### config.mk
export PLATFORM = sky130hd
export DESIGN_NAME = uart_frame_tx
export DESIGN_NICKNAME = d
export VERILOG_FILES = /design/src/rtl/uart_frame_tx.sv
export SDC_FILE = /design/constraint.sdc
export NUM_CORES = 1
export LEC_CHECK = 0
export CELL_PAD_IN_SITES_DETAIL_PLACEMENT = 1
export CELL_PAD_IN_SITES_GLOBAL_PLACEMENT = 1
export CORE_MARGIN = 2
export CORE_UTILIZATION = 41
export DETAILED_ROUTE_END_ITERATION = 8
export GPL_TIMING_DRIVEN = 0
export PLACE_DENSITY = 0.77
export SLEW_MARGIN = 30
export SYNTH_ARGS = -nofsm -noshare
export SYNTH_HDL_FRONTEND = slang
export SYNTH_SLANG_ARGS = --single-unit
### constraint.sdc
create_clock -name clk -period 14.8 [get_ports clk]
set_clock_uncertainty 0.1 [all_clocks]
set_input_delay 3.7 -clock clk [delete_from_list [all_inputs] [get_ports clk]]
set_output_delay 3.7 -clock clk [all_outputs]
set_load 0.1 [all_outputs]
### src/rtl/uart_frame_tx.sv
`timescale 1ns/1ps
// uart_frame_tx: sends a wide board vector as one 8N1 packet made of a
// header byte, the payload bytes MSB-first, and an optional XOR checksum.
// A one-deep pending slot holds the most recent update that arrives while
// a frame is on the line.
//
// state   | meaning
// --------+------------------------------------------------------------
// S_IDLE  | line idle high; waiting for a strobe
// S_START | start bit (low) of the current byte
// S_DATA  | 8 data bits of the current byte, LSB first
// S_STOP  | stop bit (high); the last cycle of the last byte ends the frame
module uart_frame_tx #(
    parameter int         DATA_W       = 192,
    parameter int         CLKS_PER_BIT = 868,
    parameter logic [7:0] HDR_BYTE     = 8'hA5,
    parameter bit         CHECKSUM_EN  = 1'b1
) (
    input  logic              clk,
    input  logic              rst,
    input  logic [DATA_W-1:0] i_tx_data,
    input  logic              i_tx_stb,
    output logic              o_tx,
    output logic              o_tx_busy,
    output logic              o_pending,
    output logic              o_frame_done,
    output logic              o_overwrite
);

    localparam int NBYTES = DATA_W / 8;
    localparam int NB     = NBYTES + 1 + (CHECKSUM_EN ? 1 : 0);
    localparam int IDXW   = (NB > 1) ? $clog2(NB) : 1;
    localparam int CNTW   = (CLKS_PER_BIT > 1) ? $clog2(CLKS_PER_BIT) : 1;

    localparam logic [CNTW-1:0] CNT_LOAD = CNTW'(CLKS_PER_BIT - 1);
    localparam logic [IDXW-1:0] IDX_LAST = IDXW'(NB - 1);

    if ((DATA_W % 8) != 0 || DATA_W < 8 || CLKS_PER_BIT < 2) begin : g_bad_param
        $error("uart_frame_tx: DATA_W must be a non-zero multiple of 8 and CLKS_PER_BIT >= 2");
    end

    typedef enum logic [1:0] {S_IDLE, S_START, S_DATA, S_STOP} state_t;

    state_t            r_state;
    logic [CNTW-1:0]   r_cnt;
    logic [2:0]        r_bit_idx;
    logic [IDXW-1:0]   r_byte_idx;
    logic [6:0]        r_shift;
    logic              r_tx;
    logic [DATA_W-1:0] r_frame;
    logic [DATA_W-1:0] r_slot;
    logic              r_slot_vld;

    state_t            w_state_nxt;
    logic [CNTW-1:0]   w_cnt_nxt;
    logic [2:0]        w_bit_idx_nxt;
    logic [IDXW-1:0]   w_byte_idx_nxt;
    logic [6:0]        w_shift_nxt;
    logic              w_tx_nxt;
    logic [DATA_W-1:0] w_frame_nxt;
    logic [DATA_W-1:0] w_slot_nxt;
    logic              w_slot_vld_nxt;
    logic              w_frame_done;
    logic              w_overwrite;
    logic              w_load_start;

    logic [7:0]        w_csum;
    logic [7:0]        w_pay_byte;
    logic [7:0]        w_cur_byte;
    logic              w_bit_end;
    logic              w_last_byte;
    logic              w_frame_end;

    // Payload byte for the current index, plus the running XOR over all payload bytes
    always_comb begin
        w_csum     = '0;
        w_pay_byte = '0;
        for (int j = 0; j < NBYTES; j++) begin
            w_csum = w_csum ^ r_frame[DATA_W-1-8*j -: 8];
            if (r_byte_idx == IDXW'(j + 1)) begin
                w_pay_byte = r_frame[DATA_W-1-8*j -: 8];
            end
        end
    end

    assign w_cur_byte  = (r_byte_idx == '0)                     ? HDR_BYTE :
                         (CHECKSUM_EN && r_byte_idx == IDX_LAST) ? w_csum   :
                                                                   w_pay_byte;
    assign w_bit_end   = (r_cnt == '0);
    assign w_last_byte = (r_byte_idx == IDX_LAST);
    assign w_frame_end = (r_state == S_STOP) && w_bit_end && w_last_byte;

    // Next-state, bit timing, line value and pending-slot decisions
    always_comb begin
        w_state_nxt    = r_state;
        w_cnt_nxt      = r_cnt;
        w_bit_idx_nxt  = r_bit_idx;
        w_byte_idx_nxt = r_byte_idx;
        w_shift_nxt    = r_shift;
        w_tx_nxt       = r_tx;
        w_frame_nxt    = r_frame;
        w_slot_nxt     = r_slot;
        w_slot_vld_nxt = r_slot_vld;
        w_frame_done   = 1'b0;
        w_overwrite    = 1'b0;
        w_load_start   = 1'b0;

        case (r_state)
            S_IDLE: begin
                if (i_tx_stb) begin
                    w_frame_nxt  = i_tx_data;
                    w_load_start = 1'b1;
                end
            end
            S_START: begin
                if (w_bit_end) begin
                    w_state_nxt   = S_DATA;
                    w_cnt_nxt     = CNT_LOAD;
                    w_bit_idx_nxt = 3'd0;
                    w_shift_nxt   = w_cur_byte[7:1];
                    w_tx_nxt      = w_cur_byte[0];
                end else begin
                    w_cnt_nxt = r_cnt - 1'b1;
                end
            end
            S_DATA: begin
                if (w_bit_end) begin
                    w_cnt_nxt = CNT_LOAD;
                    if (r_bit_idx == 3'd7) begin
                        w_state_nxt = S_STOP;
                        w_tx_nxt    = 1'b1;
                    end else begin
                        w_bit_idx_nxt = r_bit_idx + 3'd1;
                        w_tx_nxt      = r_shift[0];
                        w_shift_nxt   = {1'b0, r_shift[6:1]};
                    end
                end else begin
                    w_cnt_nxt = r_cnt - 1'b1;
                end
            end
            S_STOP: begin
                if (w_bit_end) begin
                    if (!w_last_byte) begin
                        w_state_nxt    = S_START;
                        w_cnt_nxt      = CNT_LOAD;
                        w_byte_idx_nxt = r_byte_idx + 1'b1;
                        w_tx_nxt       = 1'b0;
                    end else begin
                        w_frame_done = 1'b1;
                        // A strobe in the end cycle beats whatever is queued
                        if (i_tx_stb) begin
                            w_frame_nxt    = i_tx_data;
                            w_overwrite    = r_slot_vld;
                            w_slot_vld_nxt = 1'b0;
                            w_load_start   = 1'b1;
                        end else if (r_slot_vld) begin
                            w_frame_nxt    = r_slot;
                            w_slot_vld_nxt = 1'b0;
                            w_load_start   = 1'b1;
                        end else begin
                            w_state_nxt    = S_IDLE;
                            w_byte_idx_nxt = '0;
                        end
                    end
                end else begin
                    w_cnt_nxt = r_cnt - 1'b1;
                end
            end
            default: w_state_nxt = S_IDLE;
        endcase

        if (w_load_start) begin
            w_state_nxt    = S_START;
            w_cnt_nxt      = CNT_LOAD;
            w_byte_idx_nxt = '0;
            w_tx_nxt       = 1'b0;
        end

        if (r_state != S_IDLE && i_tx_stb && !w_frame_end) begin
            w_slot_nxt     = i_tx_data;
            w_slot_vld_nxt = 1'b1;
            w_overwrite    = r_slot_vld;
        end
    end

    // State and datapath registers; reset abandons any frame and empties the slot
    always_ff @(posedge clk or posedge rst) begin
        if (rst) begin
            r_state    <= S_IDLE;
            r_cnt      <= '0;
            r_bit_idx  <= '0;
            r_byte_idx <= '0;
            r_shift    <= '0;
            r_tx       <= 1'b1;
            r_frame    <= '0;
            r_slot     <= '0;
            r_slot_vld <= 1'b0;
        end else begin
            r_state    <= w_state_nxt;
            r_cnt      <= w_cnt_nxt;
            r_bit_idx  <= w_bit_idx_nxt;
            r_byte_idx <= w_byte_idx_nxt;
            r_shift    <= w_shift_nxt;
            r_tx       <= w_tx_nxt;
            r_frame    <= w_frame_nxt;
            r_slot     <= w_slot_nxt;
            r_slot_vld <= w_slot_vld_nxt;
        end
    end

    assign o_tx         = r_tx;
    assign o_tx_busy    = (r_state != S_IDLE);
    assign o_pending    = r_slot_vld;
    assign o_frame_done = w_frame_done;
    assign o_overwrite  = w_overwrite;

endmodule

Yosys cells after proc, flatten, opt, wreduce, memory -nomap -nowiden
Cells that the tools add are included.
{ "totals": {"mem_bits_rw": 0, "out_inout_bits": 5, "inputBits": 195, "n_memories": 0, "romBits": 0, "elab_cells": 192, "reg_bits": 413, "latchBits": 0} }
{ "classes": {"multipliers": 0, "bitwise": 23, "n_addsub": 3, "shift": 0, "n_eq_ne": 46, "magnitude_cmp": 0, "n_mux": 85, "n_reduce_logical": 26, "n_div": 0} }
{ "ops": {"columns": ["operator", "n"], "rows": [
  ["2-to-1 mux 192 bit", 5],
  ["one-hot mux 192 bit (2 select lines)", 1],
  ["2-to-1 mux 8 bit", 26],
  ["bitwise XOR 8 bit", 23],
  ["== test 5 bit, second input constant", 10],
  ["== test 5 x 4 -> 1 bit, second input constant", 8],
  ["2-to-1 mux 10 bit", 4],
  ["2-to-1 mux 5 bit", 6],
  ["!= test 3 bit, second input constant", 8],
  ["2-to-1 mux 1 bit", 23],
  ["2-to-1 mux 7 bit", 3],
  ["== test 5 x 3 -> 1 bit, second input constant", 4],
  ["one-hot mux 10 bit (2 select lines)", 1],
  ["2-to-1 mux 2 bit", 8],
  ["nonzero test 2 bit", 8],
  ["one-hot mux 7 bit (2 select lines)", 1],
  ["!= test 2 bit, second input constant", 6],
  ["!= test 4 bit, second input constant", 3],
  ["== test 5 x 2 -> 1 bit, second input constant", 2],
  ["zero test 10 bit", 1],
  ["AND reduction 5 bit", 2],
  ["subtractor 10 x 1 -> 10 bit, second input constant", 1],
  ["2-to-1 mux 3 bit", 3],
  ["AND reduction 4 bit", 2],
  ["other kinds (20)", 24]
]} }

Logic depth before layout (Yosys ltp)
Gate-level depths: netlist of the first run.
{ "depth": {"ltp_word": 30, "depth_mapped": 13, "mapped_depth_nobuf": 10} }

Least setup slack after synthesis of the first run
OpenSTA, ideal clock, no wires.
{ "synth_timing": {"path_type": "in2out", "from": "in i_tx_stb", "to": "out o_overwrite", "path_slack_ns": 6.361, "arrival_ns": 4.639, "path_buffers": 1, "path_stages": 2, "path_cell_list": "clkbuf_1 > o211a_1"} }
{ "synth_via": {"elab_chain_cells": 5} }
{ "synth_rtl": {"columns": ["element", "line", "source"], "rows": [
  ["from (decl)", "22", "input logic i_tx_stb,"],
  ["2-to-1 mux 1 bit", "151", "if (i_tx_stb) begin"],
  ["2-to-1 mux 1 bit", "143", "if (!w_last_byte) begin"],
  ["2-to-1 mux 1 bit", "142", "if (w_bit_end) begin"],
  ["2-to-1 mux 1 bit", "108", "case (r_state)"],
  ["2-to-1 mux 1 bit (*)", "179", "if (r_state != S_IDLE && i_tx_stb && !w_frame_end) begin"],
  ["to (decl)", "27", "output logic o_overwrite"]
]} }
Mark *: on every way between the ends. The rest lies on a longest branch, timed or not.

Worst setup path after layout of the first run
Ends and elaborated chain as after synthesis.

==> results of run 1 <==
-- through the flow --
stage	hold slack [ps]	utilization (%)	cells	total power, uW	instance area [sq um]
3_5_place_dp	385.5	47.83	3138	1419	24680
3_3_place_gp	376.1	47.20	3123	1397	24360
4_1_cts	399.1	51.13	3228	2704	26390
2_1_floorplan	349.2	-	2245	1315	21530
6_report	405.3	51.14	3228	2684	26400
5_1_grt	425.4	51.14	3228	2768	26400
-- worst max-delay path by stage --
stage	start	end	slack (ps)	cells past startpoint
after floorplan	rst	o_pending	5430	1
after global placement	rst	r_slot[93]	2740	2
after detailed placement	i_tx_stb	o_overwrite	5660	3
after CTS	i_tx_stb	o_overwrite	5660	3
after global routing	i_tx_stb	o_overwrite	5580	3
final	i_tx_stb	o_overwrite	5650	3
-- power by group --
part,internal (uW),switching (uW)
Combinational,107,81.6
Sequential,1180,29.2
Clock,784,499
-- layer usage --
metal	routed length, um	vias up
met1	33800	9550
met5	14	-
li1	-	8366
met3	4198	160
met4	2701	2
met2	37290	572
-- critical path, delay by kind of cell --
family | cells | cell delay [ps]
AOI/OAI and AO/OA | 1 | 210
buffers and inverters | 2 | 1430
-- cell type report --
type	count	area, sq um
well taps	680	850.8
plain buffers	155	696.9
multi-input cells	1658	10440
inverters	19	75.07
fillers	5735	25220
clock inverters	18	250.2
flip-flops and latches	413	10340
clock buffers	72	1455
repair buffers	213	2297
-- state kept, by name, indices dropped and copies added (netlist names) --
register    cells
r_cnt          10
o_tx            1
r_state         2
r_byte_idx      5
r_shift         7
r_slot        192
o_pending       1
r_bit_idx       3
r_frame       192
-- synth_stat cells, drive strengths merged (10+ instances only) --
| cell type | number | share of area, % |
|---|---|---|
| ha | 13 | 0.76 |
| nor2b | 10 | 0.29 |
| nor2 | 250 | 4.4 |
| xnor2 | 159 | 6.5 |
| inv | 19 | 0.33 |
| xor2 | 21 | 0.85 |
| and3 | 10 | 0.31 |
| nand3 | 22 | 0.51 |
| clkbuf | 71 | 1.2 |
| o21ai | 55 | 1.3 |
| mux2 | 192 | 10 |
| dfrtp | 412 | 48 |
| a221oi | 15 | 0.61 |
| a31oi | 208 | 6.0 |
| o22ai | 11 | 0.32 |
| a211oi | 10 | 0.35 |
| nand2b | 11 | 0.32 |
| nor3 | 16 | 0.37 |
| nand2 | 442 | 7.7 |
| a21oi | 54 | 1.3 |
| buf | 83 | 1.9 |
-- cell families after synthesis --
group	count (synthesis)
mux	195
fa+ha+maj	13
buf+inv	174
xor+xnor	182
compound gates	438
simple gates	830
flops	413
==> key figures, run 1 <==
Final layout
  – Area grow syn2layout: 22.62%
  – N_diodes: 0
  – NumNets Final: 2,717
  – Most frequent cells in the layout: nand2_1, dfrtp_1, nor2_1
  – Most common cell after layout, fill and taps aside: nand2_1
  – Share of cells above drive strength 1: 15.46%

Pwr
  – P_leak: 0.01137 uW
  – Power Dens Cells: 101.7 nW/um^2
  – Maximum vdd drop: 0.07750 mV

Detailed routing
  – Drt first pass iters: 7
  – Vias after detailed routing: 18,650
  – Per-cell routed wire length: 24.16 um
  – Routed WL: 78.00 mm
  – DR iter-0 viols: 1,574
  – Vias/cell: 5.778
  – Post-route ant nets: 0
  – Residual DRC: 0

STA
  – Min Clock Period, post-route: 9147 ps
  – RSZ-0062 raised after global routing: no
  – Slew margin rel.: 35.10%
  – Final Max Slew Viols: 0
  – Setup TNS: 0 ps
  – Actual slew at the worst max-slew pin: 973.5 ps
  – Final Hold Fails: 0
  – Fmax: 0.1093 GHz
  – Final setup violation count: 0
  – Final period util: 61.80%
  – PnR worst setup slack: 5653 ps

Global route
  – GRT met3 Usage: 4.114%
  – Initial antenna violation count: 1
  – Met2 global-route usage: 48.41%
  – Largest net degree at the start of global routing: 32
  – GRT overflow: 0
  – Met1 Use GR: 38.91%
  – First-pass GRT wire length: 121.0 mm
  – GRT Total Usage: 29.16%
  – Most used routing layer: met2
  – Vias in the first global route: 20,350

Min path
  – HP Start: r_shift[2]
  – Hold-critical path depth: 2
  – Hold Path End: r_shift[2]
  – HP Class: reg -> reg

Die
  – # rows: 83
  – Full die area: 54,350 sq um
  – Die Ht: 233.1 um
  – Die W: 233.1 um
  – Ports: 200
  – Starting Density: 41.71%
  – Core area: 51,610 sq um

Logic synthesis
  – Distinct cells, synth: 79
  – Most used DFF post-synth: dfrtp_1
  – Synthesized cell area: 21,530 sq um
  – Synth warnings: 0
  – Synth Area in Compound Gates: 13.26%
  – Main combinational cell family by area after synthesis: simple AND/OR/NAND/NOR gates
  – Mapped Cells: 2,245
  – Post-Synth XOR/XNOR Area: 7.533%
  – Post-Synth Adder-Cell Area: 0.7556%
  – Seq/Total Area, Yosys: 48.02%
  – EDFF count, synth: 0
  – Post-synthesis net count: 2,453
  – Post-synthesis mux area share: 10.18%
  – Ys async rst share: 100.0%
  – Syn_area_per_cell: 9.589 sq um
  – Synth Register Bits: 413
  – Simple-gate share of the synthesized area: 16.69%

Clock tree
  – Clock latency on the worst-skew pair: 600 ps
  – Post CTS Setup Buffer Count: 0
  – Root Buffer: clkbuf_16
  – CTS tree: done
  – CTS Sinks: 413
  – Post-CTS sizing: 0
  – CTS buffer count: 49
  – CTS Hold Buffers Added: 0
  – Clock-pin slew on the worst setup and hold paths: 60 ps
  – Clock Tree Buf Depth: 3
  – # H-tree levels: 2

Place
  – Setup WS pre-CTS: 5664 ps
  – Port Buf Inserts: 198
  – Final GP Congestion: 0.9512
  – Post-DP HPWL: 58.62 mm

Critical path
  – Crit path launch type: input pin
  – CP max FO: 9
  – Worst setup EP type: primary output
  – Critical path class: in -> out
  – R2R depth: 12
  – Worst path cell trace: clkbuf_1 -> o211a_1 -> clkdlybuf4s50_1
  – R2R Setup Slk: 10,840 ps
  – CP max-delay cell: clkdlybuf4s50_1
  – RR Endpoint: r_shift[5]
  – Worst EP required: 11,000 ps
  – Reg-to-reg startpoint: r_byte_idx[0]
  – Crit path DAT: 5350 ps
  – Critical path's largest stage delay: 1120 ps

Run
  – Max-cap violations: 0

Run status
  – Outcome: finished clean
(Power assumes the default switching activity.)
==> run 2: changes to the inputs <==
- clock period: 14.8 -> 8.29 ns (I/O delays scaled with it)
==> results of run 2 <==
Same layout as run 1 (identical final DEF). Status: finished clean.
Main changes from that run: setup slack after placement 5664 ps -> 2409 ps; setup slack after layout 5653 ps -> 2291 ps; start point of the critical path i_tx_stb -> r_cnt[1]; register-to-register setup slack 10840 ps -> 4330 ps; total power 2684 uW -> 4791 uW; worst IR drop on VDD 0.07750 mV -> 0.1384 mV
